===== src/rtl/mc_ctrl.sv =====
`default_nettype none
// ============================================================================
// Module   : mc_ctrl
// Brief    : Multi-cycle main controller for the MIPS datapath. It steps each
//            instruction through IF/ID/EXE/MEM/WB, decodes every datapath
//            control from (state, OpCode, Funct), counts retired instructions
//            and traps on illegal opcodes.
//            Optional macro MEM_WAIT_EN: MEM stalls until dm_ready is high.
//            Without the macro, dm_ready is ignored and MEM takes one cycle.
// Revision : 1.0 - initial release
// ============================================================================
module mc_ctrl #(
    parameter int CNT_W = 32
) (
    input  logic             clk,
    input  logic             rst,        // asynchronous, active-low
    input  logic [5:0]       OpCode,
    input  logic [5:0]       Funct,
    input  logic             Zero,
    input  logic             dm_ready,
    output logic             PCWrEn,
    output logic [1:0]       PCWr,
    output logic             IRWr,
    output logic             RegDst,
    output logic             RegW,
    output logic             MemR,
    output logic             MemW,
    output logic             Mem2R,
    output logic             Alusrc,
    output logic [1:0]       EXTOp,
    output logic [4:0]       Aluctrl,
    output logic [1:0]       jump,
    output logic [2:0]       state,
    output logic [CNT_W-1:0] retired,
    output logic             illegal
);

    typedef enum logic [2:0] {
        S_IF   = 3'd0,
        S_ID   = 3'd1,
        S_EXE  = 3'd2,
        S_MEM  = 3'd3,
        S_WB   = 3'd4,
        S_TRAP = 3'd7
    } state_t;

    localparam logic [5:0] c_OP_RTYPE = 6'b000000;
    localparam logic [5:0] c_OP_J     = 6'b000010;
    localparam logic [5:0] c_OP_JAL   = 6'b000011;
    localparam logic [5:0] c_OP_BEQ   = 6'b000100;
    localparam logic [5:0] c_OP_BNE   = 6'b000101;
    localparam logic [5:0] c_OP_ADDI  = 6'b001000;
    localparam logic [5:0] c_OP_ORI   = 6'b001101;
    localparam logic [5:0] c_OP_LUI   = 6'b001111;
    localparam logic [5:0] c_OP_LW    = 6'b100011;
    localparam logic [5:0] c_OP_SW    = 6'b101011;

    localparam logic [5:0] c_FN_ADD   = 6'b100000;
    localparam logic [5:0] c_FN_SUB   = 6'b100010;
    localparam logic [5:0] c_FN_AND   = 6'b100100;
    localparam logic [5:0] c_FN_OR    = 6'b100101;
    localparam logic [5:0] c_FN_SLT   = 6'b101010;
    localparam logic [5:0] c_FN_SLL   = 6'b000000;
    localparam logic [5:0] c_FN_SRL   = 6'b000010;
    localparam logic [5:0] c_FN_JR    = 6'b001000;

    localparam logic [4:0] c_ALU_NOP  = 5'b00000;
    localparam logic [4:0] c_ALU_ADD  = 5'b00001;
    localparam logic [4:0] c_ALU_SUB  = 5'b00010;
    localparam logic [4:0] c_ALU_AND  = 5'b00011;
    localparam logic [4:0] c_ALU_OR   = 5'b00100;
    localparam logic [4:0] c_ALU_SLT  = 5'b00101;
    localparam logic [4:0] c_ALU_LUI  = 5'b00110;
    localparam logic [4:0] c_ALU_SLL  = 5'b00111;
    localparam logic [4:0] c_ALU_SRL  = 5'b01000;

    state_t             state_q, state_d;
    logic [CNT_W-1:0]   retired_q, retired_d;
    logic               illegal_q, illegal_d;

    // Opcode class decode
    logic w_is_r, w_is_j, w_is_jal, w_is_jr, w_is_beq, w_is_bne;
    logic w_is_lw, w_is_sw, w_legal;
    logic w_r_ok;
    logic w_mem_done;

    // Datapath controls before the reset gate on the enables
    logic       w_pcwren, w_irwr, w_regw, w_memr, w_memw;
    logic       w_regdst, w_mem2r, w_alusrc;
    logic [1:0] w_pcwr, w_extop, w_jump;
    logic [4:0] w_aluctrl;
    logic       w_retire;

    // ALU setup implied by the instruction, reused in EXE, MEM and WB
    logic       w_op_alusrc;
    logic [1:0] w_op_extop;
    logic [4:0] w_op_alu;

    assign w_is_r   = (OpCode == c_OP_RTYPE);
    assign w_is_j   = (OpCode == c_OP_J);
    assign w_is_jal = (OpCode == c_OP_JAL);
    assign w_is_jr  = w_is_r && (Funct == c_FN_JR);
    assign w_is_beq = (OpCode == c_OP_BEQ);
    assign w_is_bne = (OpCode == c_OP_BNE);
    assign w_is_lw  = (OpCode == c_OP_LW);
    assign w_is_sw  = (OpCode == c_OP_SW);

`ifdef MEM_WAIT_EN
    assign w_mem_done = dm_ready;
`else
    // Without the wait handshake the memory always completes in one cycle.
    logic w_unused_dm_ready;
    assign w_unused_dm_ready = dm_ready;
    assign w_mem_done        = 1'b1;
`endif

    // Instruction legality and the ALU operation each instruction uses
    always_comb begin
        w_r_ok      = 1'b0;
        w_legal     = 1'b0;
        w_op_alusrc = 1'b0;
        w_op_extop  = 2'b00;
        w_op_alu    = c_ALU_NOP;
        case (Funct)
            c_FN_ADD, c_FN_SUB, c_FN_AND, c_FN_OR,
            c_FN_SLT, c_FN_SLL, c_FN_SRL, c_FN_JR: w_r_ok = 1'b1;
            default:                               w_r_ok = 1'b0;
        endcase
        case (OpCode)
            c_OP_RTYPE: begin
                w_legal = w_r_ok;
                case (Funct)
                    c_FN_ADD: w_op_alu = c_ALU_ADD;
                    c_FN_SUB: w_op_alu = c_ALU_SUB;
                    c_FN_AND: w_op_alu = c_ALU_AND;
                    c_FN_OR:  w_op_alu = c_ALU_OR;
                    c_FN_SLT: w_op_alu = c_ALU_SLT;
                    c_FN_SLL: w_op_alu = c_ALU_SLL;
                    c_FN_SRL: w_op_alu = c_ALU_SRL;
                    default:  w_op_alu = c_ALU_NOP;
                endcase
            end
            c_OP_J, c_OP_JAL: w_legal = 1'b1;
            c_OP_BEQ, c_OP_BNE: begin
                w_legal    = 1'b1;
                w_op_extop = 2'b01;
                w_op_alu   = c_ALU_SUB;
            end
            c_OP_ADDI, c_OP_LW, c_OP_SW: begin
                w_legal     = 1'b1;
                w_op_alusrc = 1'b1;
                w_op_extop  = 2'b01;
                w_op_alu    = c_ALU_ADD;
            end
            c_OP_ORI: begin
                w_legal     = 1'b1;
                w_op_alusrc = 1'b1;
                w_op_extop  = 2'b00;
                w_op_alu    = c_ALU_OR;
            end
            c_OP_LUI: begin
                w_legal     = 1'b1;
                w_op_alusrc = 1'b1;
                w_op_extop  = 2'b10;
                w_op_alu    = c_ALU_LUI;
            end
            default: w_legal = 1'b0;
        endcase
    end

    // Per-state control decode and next-state / retire selection
    always_comb begin
        state_d   = state_q;
        illegal_d = illegal_q;
        w_retire  = 1'b0;
        w_pcwren  = 1'b0;
        w_pcwr    = 2'b00;
        w_irwr    = 1'b0;
        w_regdst  = 1'b0;
        w_regw    = 1'b0;
        w_memr    = 1'b0;
        w_memw    = 1'b0;
        w_mem2r   = 1'b0;
        w_alusrc  = 1'b0;
        w_extop   = 2'b00;
        w_aluctrl = c_ALU_NOP;
        w_jump    = 2'b00;
        case (state_q)
            S_IF: begin
                w_irwr   = 1'b1;
                w_pcwren = 1'b1;
                w_pcwr   = 2'b00;
                state_d  = S_ID;
            end
            S_ID: begin
                if (!w_legal) begin
                    state_d   = S_TRAP;
                    illegal_d = 1'b1;
                end else if (w_is_j) begin
                    w_pcwren = 1'b1;
                    w_pcwr   = 2'b10;
                    w_jump   = 2'b01;
                    w_retire = 1'b1;
                    state_d  = S_IF;
                end else if (w_is_jal) begin
                    w_pcwren = 1'b1;
                    w_pcwr   = 2'b10;
                    w_jump   = 2'b10;
                    w_regw   = 1'b1;
                    w_retire = 1'b1;
                    state_d  = S_IF;
                end else if (w_is_jr) begin
                    w_pcwren = 1'b1;
                    w_pcwr   = 2'b11;
                    w_jump   = 2'b11;
                    w_retire = 1'b1;
                    state_d  = S_IF;
                end else begin
                    state_d  = S_EXE;
                end
            end
            S_EXE: begin
                w_alusrc  = w_op_alusrc;
                w_extop   = w_op_extop;
                w_aluctrl = w_op_alu;
                if (w_is_beq || w_is_bne) begin
                    // Branch resolves here; PC reloads only when taken.
                    if ((w_is_beq && Zero) || (w_is_bne && !Zero)) begin
                        w_pcwren = 1'b1;
                        w_pcwr   = 2'b01;
                    end
                    w_retire = 1'b1;
                    state_d  = S_IF;
                end else if (w_is_lw || w_is_sw) begin
                    state_d  = S_MEM;
                end else begin
                    state_d  = S_WB;
                end
            end
            S_MEM: begin
                w_alusrc  = w_op_alusrc;
                w_extop   = w_op_extop;
                w_aluctrl = w_op_alu;
                if (w_is_lw) begin
                    w_memr = 1'b1;
                    if (w_mem_done) state_d = S_WB;
                end else if (w_is_sw) begin
                    w_memw = 1'b1;
                    if (w_mem_done) begin
                        w_retire = 1'b1;
                        state_d  = S_IF;
                    end
                end else begin
                    state_d = S_IF;
                end
            end
            S_WB: begin
                w_alusrc  = w_op_alusrc;
                w_extop   = w_op_extop;
                w_aluctrl = w_op_alu;
                w_regw    = 1'b1;
                w_regdst  = !w_is_r;
                w_mem2r   = w_is_lw;
                w_retire  = 1'b1;
                state_d   = S_IF;
            end
            S_TRAP: begin
                state_d   = S_TRAP;
                illegal_d = 1'b1;
            end
            default: state_d = S_IF;
        endcase
        retired_d = w_retire ? (retired_q + CNT_W'(1)) : retired_q;
    end

    // State, retire counter and trap flag registers
    always_ff @(posedge clk or negedge rst) begin
        if (!rst) begin
            state_q   <= S_IF;
            retired_q <= '0;
            illegal_q <= 1'b0;
        end else begin
            state_q   <= state_d;
            retired_q <= retired_d;
            illegal_q <= illegal_d;
        end
    end

    // Enables are forced low while reset is held so no write slips through.
    assign PCWrEn  = w_pcwren & rst;
    assign IRWr    = w_irwr   & rst;
    assign RegW    = w_regw   & rst;
    assign MemR    = w_memr   & rst;
    assign MemW    = w_memw   & rst;
    assign PCWr    = w_pcwr;
    assign RegDst  = w_regdst;
    assign Mem2R   = w_mem2r;
    assign Alusrc  = w_alusrc;
    assign EXTOp   = w_extop;
    assign Aluctrl = w_aluctrl;
    assign jump    = w_jump;
    assign state   = state_q;
    assign retired = retired_q;
    assign illegal = illegal_q;

endmodule
`default_nettype wire


===== config.mk =====
export PLATFORM = sky130hd
export DESIGN_NAME = mc_ctrl
export DESIGN_NICKNAME = d
export VERILOG_FILES = /design/src/rtl/mc_ctrl.sv
export SDC_FILE = /design/constraint.sdc
export NUM_CORES = 1
export LEC_CHECK = 0
export ABC_AREA = 0
export CAP_MARGIN = 10
export CORE_UTILIZATION = 42
export DETAILED_ROUTE_END_ITERATION = 12
export PLACE_DENSITY = 0.85
export REMOVE_ABC_BUFFERS = 1
export SLEW_MARGIN = 20
export SYNTH_ARGS = -nofsm -noshare
export SYNTH_HDL_FRONTEND = slang
export SYNTH_SLANG_ARGS = --single-unit
export TNS_END_PERCENT = 1

===== constraint.sdc =====
create_clock -name clk -period 1.8 [get_ports clk]
set_input_delay 0.36 -clock clk [delete_from_list [all_inputs] [get_ports clk]]
set_output_delay 0.36 -clock clk [all_outputs]
set_load 0.005 [all_outputs]

### After elaboration in Yosys (flattened, before gate mapping)

Index checks and enable logic that the tools add are counted.

| storage, ports and cells | value |
|---|---|
| register bits | 36 |
| bits in latches | 0 |
| bits in writable memories | 0 |
| bits in read-only memories | 0 |
| input port bits | 16 |
| output and inout bits | 55 |
| word-level logic and storage cells | 101 |
| memories | 0 |

| cells by class | value |
|---|---|
| add/sub/neg operators | 1 |
| $mul | 0 |
| div/mod/pow operators | 0 |
| magnitude comparators | 0 |
| equality and inequality tests | 22 |
| shift-type cells | 0 |
| muxes and demuxes | 50 |
| bitwise operators | 5 |
| reduce and logical (&&, ||, !) cells | 20 |

Operators with widths:

| kind | number |
|---|---|
| equality test 6 bit (second input constant) | 7 |
| adder 32 x 1 -> 32 bit (second input constant) | 1 |
| one-hot mux 4 bit (7 select lines) | 1 |
| equality test 6 x 4 -> 1 bit (second input constant) | 4 |
| 2-to-1 mux 1 bit | 24 |
| 2-to-1 mux 2 bit | 11 |
| one-hot mux 4 bit (5 select lines) | 1 |
| equality test 6 x 2 -> 1 bit (second input constant) | 3 |
| one-hot mux 3 bit (5 select lines) | 1 |
| equality test 6 x 3 -> 1 bit (second input constant) | 2 |
| zero test 6 bit | 2 |
| 2-to-1 mux 3 bit | 4 |
| OR reduction 5 bit | 2 |
| OR reduction 9 bit | 1 |
| one-hot mux 2 bit (2 select lines) | 2 |
| OR reduction 8 bit | 1 |
| equality test 3 x 2 -> 1 bit (second input constant) | 2 |
| equality test 3 bit (second input constant) | 2 |
| one-hot mux 1 bit (2 select lines) | 3 |
| OR reduction 3 bit | 2 |
| bitwise AND 1 bit | 5 |
| 2-to-1 mux 5 bit | 1 |
| one-hot mux 1 bit (4 select lines) | 1 |
| equality test 3 x 1 -> 1 bit (second input constant) | 1 |
| other kinds (9) | 14 |

### Logic depth before layout (Yosys ltp)

| depth | value |
|---|---|
| word-level depth | 8 |
| gate-level depth with buffers | 8 |
| depth with buffers taken out | 6 |

### Least setup slack after synthesis

Ideal clock, no wire load.

| timing path | value |
|---|---|
| kind | reg-to-reg |
| start point | register state_q[1], in the netlist state[1] |
| end point | register retired_q[23], in the netlist retired[23] |
| setup time | 0.125 ns |
| data arrival time | 1.783 ns |
| required time | 1.675 ns |
| path slack | -0.108 ns |
| stages on the path, launching flop included | 8 |
| buffers on the path | 2 |
| period minus slack after synthesis | 1.908 ns |
| cell sequence | dfrtp_1 > clkbuf_1 > or3b_2 > a21oi_4 > nand3b_4 > buf_6 > nand3_1 > xnor2_1 |

| on the way | value |
|---|---|
| cells in the longest elaborated chain, start to end | 2 |
| elaborated cells between the ends (all ways) | 5 |
| classes of those cells | 4 x eq/ne; 1 x mux |

Ends and longest elaborated chain:

| element | RTL line | text |
|---|---|---|
| start: declaration | 77 | `state_t state_q, state_d;` |
| start signal: assignment | 283 | `state_q <= state_d;` |
| equality test 3 bit, or another cell as far along | 188 | `case (state_q)` |
| one-hot mux 1 bit (4 select lines) * | 188 |  |
| end signal: assignment | 284 | `retired_q <= retired_d;` |
| end: declaration | 78 | `logic [CNT_W-1:0] retired_q, retired_d;` |

Mark *: on every way between the ends. The rest lies on a longest branch, timed or not.
A chain may end at the register's enable or synchronous reset.

### Worst setup path in the final report

| timing path | value |
|---|---|
| start point | register state_q[1], in the netlist state[1] |
| end point | output port jump[0] |

| on the way | value |
|---|---|
| cells in the longest elaborated chain, start to end | 2 |

Ends and longest elaborated chain:

| element | RTL line | text |
|---|---|---|
| equality test 3 x 1 -> 1 bit | 188 |  |
| 2-to-1 mux 2 bit | 188 |  |
| end: declaration | 32 | `output logic [1:0] jump,` |

Every way passes these cells.

==> results by group <==
Worst setup path
  • RR Startpoint: state[1]
  • Critical path type: reg -> out
  • CP required: 1.44 ns
  • Setup crit start: state[1]
  • R2R setup slack: -0.19 ns
  • Bufs and invs on worst path: 2
  • CP Max Fanout: 3
  • Top delay family on crit path: simple AND/OR/NAND/NOR gates
  • RR Endpoint: retired[19]
  • Worst path cell trace: or3b_4 -> a21oi_4 -> buf_6 -> a21boi_2 -> buf_2
  • CP max stage cell: or3b_4
  • Crit path DAT: 1.69 ns
  • Worst Setup Start Kind: flip-flop
  • Slowest stage delay, CP: 0.45 ns
  • Reg2Reg Depth: 8
  • Critical Path Sink Type: output port

Routing
  • Drt wl/cell: 15.5 um
  • DRT antenna net count: 0
  • Drt first pass iters: 4
  • DR vias: 2395
  • Total wire length: 6.92 mm
  • Iteration-0 DRC count of the detailed router: 139
  • # DRC: 0
  • Via/cell ratio: 5.37

Clock tree
  • CTS root buffer: clkbuf_8
  • Clk buf depth: 2
  • TritonCTS clock tree: done
  • Clock Latency Late Sink: 0.29 ns
  • Clock Sinks: 36
  • H-tree levels: 2
  • Clock transition at path regs: 0.07 ns
  • Num CTS Buffers: 5

Synthesis
  • Flops & latches, synth: 36
  • Post-synthesis async set-or-reset flop share: 1.00
  • Number of synthesized flops with an enable pin: 0
  • Mapped cell area: 2300 um2
  • Cells after synthesis: 252
  • Post-synth cell types: 47
  • Post-Syn Area per Cell: 9.13 um2
  • Predominant post-synthesis flop cell: dfrtp_1
  • Dominant cell type by area after synthesis: dfrtp_1
  • Yosys warns: 0
  • Register area share after synthesis: 0.392
  • Share of the synthesized area in the top cell type: 0.392
  • Top post-synthesis cells by area: dfrtp_1 39%, xnor2_1 11%, and3_1 4.6%

Power
  • VDD IR max: 0.748 mV
  • Final Power: 2.97 mW
  • Leakage Power: 1.65 nW
  • PD cells: 812 nW/um2

Finish
  • NumNets Final: 392
  • Sequential Area: 901 um2
  • Share of cells above drive strength 1: 0.372
  • Number of diodes: 0
  • # fillers: 389
  • Layout area overhead: 58.9%
  • Core Util, Final: 0.702
  • Area occupied by multi-input gates: 1470 um2

STA
  • Minimum clock period: 2.05 ns
  • RSZ-0062 raised after global routing: true
  • # setup viols final: 46
  • Final worst-path cycle share: 1.14
  • Clock skew: 0.00328 ns
  • Fmax: 0.487 GHz
  • Setup ws final: -0.251 ns
  • Fin. Hold Viols: 0
  • Slew Limit Fails: 0
  • Final hold slack: 0.269 ns

Status
  • Run status: finished, violations left
  • Failing checks: setup timing

Job
  • Max-Cap Viols: 0

Floorplan
  • Core ar.: 5200 um2
  • IO Pins: 71
  • Row cnt: 26
  • DIE AREA: 5780 um2
  • DIE HEIGHT: 76.0 um
  • Initial core utilization: 0.442
  • Die width: 76.0 um

Place
  • DPL Wire Length: 4.77 mm
  • Pre-CTS setup slack: -1.07 ns
  • Port bufs: 68
  • Placer Congestion: 0.912

GRT
  • Initial antenna violation count: 0
  • Total gr overflow: 0
  • Vias in the first global route: 2423
  • Largest net degree at the start of global routing: 33
  • Global-route wire length before repair: 11.5 mm
  • Total GRT Usage: 0.248

Min path
  • Hold Path Class: in -> async
## worst reg2reg max path, delay by kind of cell (launching register included)
kind                      cells  cell delay, ns
and+or+nand+nor               3            0.75
xor gates and xnor gates      1            0.18
DFF                           1            0.40
buffers and inverters         3            0.38
AOI/OAI and AO/OA             1            0.16
## through the flow
step | instance area [um2] | TNS, ns | std cells
after detailed placement | 3380 | -39.19 | 429
after global placement | 3380 | -36.19 | 429
after global routing | 3650 | -7.66 | 446
after CTS | 3630 | -2.62 | 445
after floorplan | 2190 | -3.39 | 236
final | 3650 | -4.87 | 446
## sequential cells by signal (all words and copies together), names as in the netlist
register  flops
illegal       1
retired      32
state         3
## cells by family (layout without fill, tap and decap cells)
| family | count (synthesis) | count (layout) | synth area share |
|---|---|---|---|
| multiplexers | 1 | 1 | 0.00490 |
| other | 1 | 1 | 0.00163 |
| buffers and inverters | 17 | 141 | 0.0473 |
| adder cells (fa/ha/maj) | 1 | 1 | 0.00544 |
| AND/OR/NAND/NOR | 135 | 135 | 0.344 |
| AO/OA/AOI/OAI | 29 | 29 | 0.0832 |
| flip-flops | 36 | 36 | 0.392 |
| XOR/XNOR | 32 | 32 | 0.122 |
## report_power, final
part	internal (mW)	switching (mW)	total (mW)	leakage, nW
Clock	0.312	0.277	0.589	0.0455
Combinational	0.744	0.687	1.43	1.12
Sequential	0.891	0.0576	0.949	0.485
## layout by cell type, fill, tap and decap left out, drive strengths merged, types with 2 or more instances in the layout
master         instances
nor2                  19
clkdlybuf4s50         37
nand3                 21
xnor2                 30
and2                   3
o21ai                  5
buf                   86
nor2b                  5
dlygate4sd2            3
nand2b                 7
or3                    2
or2                    3
nand2                 13
and3                  17
nor4                   3
nand4                 17
and4                   3
a311oi                 2
xor2                   2
nor3b                  2
clkbuf                12
nand3b                 2
dfrtp                 36
a31oi                  4
a21oi                 10
nor3                  15
## worst max path at each step
| stage | slack [ns] | cells after the start | end |
|---|---|---|---|
| final | -0.25 | 5 | jump[0] |
| after floorplan | -0.20 | 4 | retired[1] |
| after CTS | -0.18 | 6 | MemR |
| after global routing | -0.29 | 5 | jump[0] |
| after global placement | -1.00 | 6 | Aluctrl[3] |
| after detailed placement | -1.07 | 7 | Aluctrl[1] |
## cell usage after synthesis, drive strengths merged, types with 7 or more instances
cell    instances
a21oi          10
nand4          17
nor2           19
and3           17
nand2b          7
dfrtp          36
nand3          21
buf            11
nor3           15
nand2          13
xnor2          30
## cell type report
| type | instances | area share |
|---|---|---|
| timing repair buffer | 132 | 0.301 |
| sequential | 36 | 0.246 |
| inverter | 1 | 0.00103 |
| tap | 70 | 0.0240 |
| multi-input combinational | 199 | 0.403 |
| clock buffer | 8 | 0.0246 |
## per-layer routing
| layer | track usage | up-vias | wire [um] |
|---|---|---|---|
| met5 | 0 | - | 0 |
| met4 | 0.115 | 0 | 229 |
| met3 | 0.0383 | 20 | 244 |
| met2 | 0.417 | 62 | 3450 |
| met1 | 0.315 | 1167 | 2990 |
| li1 | - | 1146 | - |
## repair_timing
item | 4_1_cts | 5_1_grt
pin swaps | 29 | 7
buffers inserted | 7 | 1
setup endpoints to repair | 54 | 53
endpoints found under the hold margin | 4 | 0
gates resized for setup | 147 | 20
hold buffers | 1 | 0
cloned | 0 | 0
Note: power is estimated with default switching activity, not from simulation.
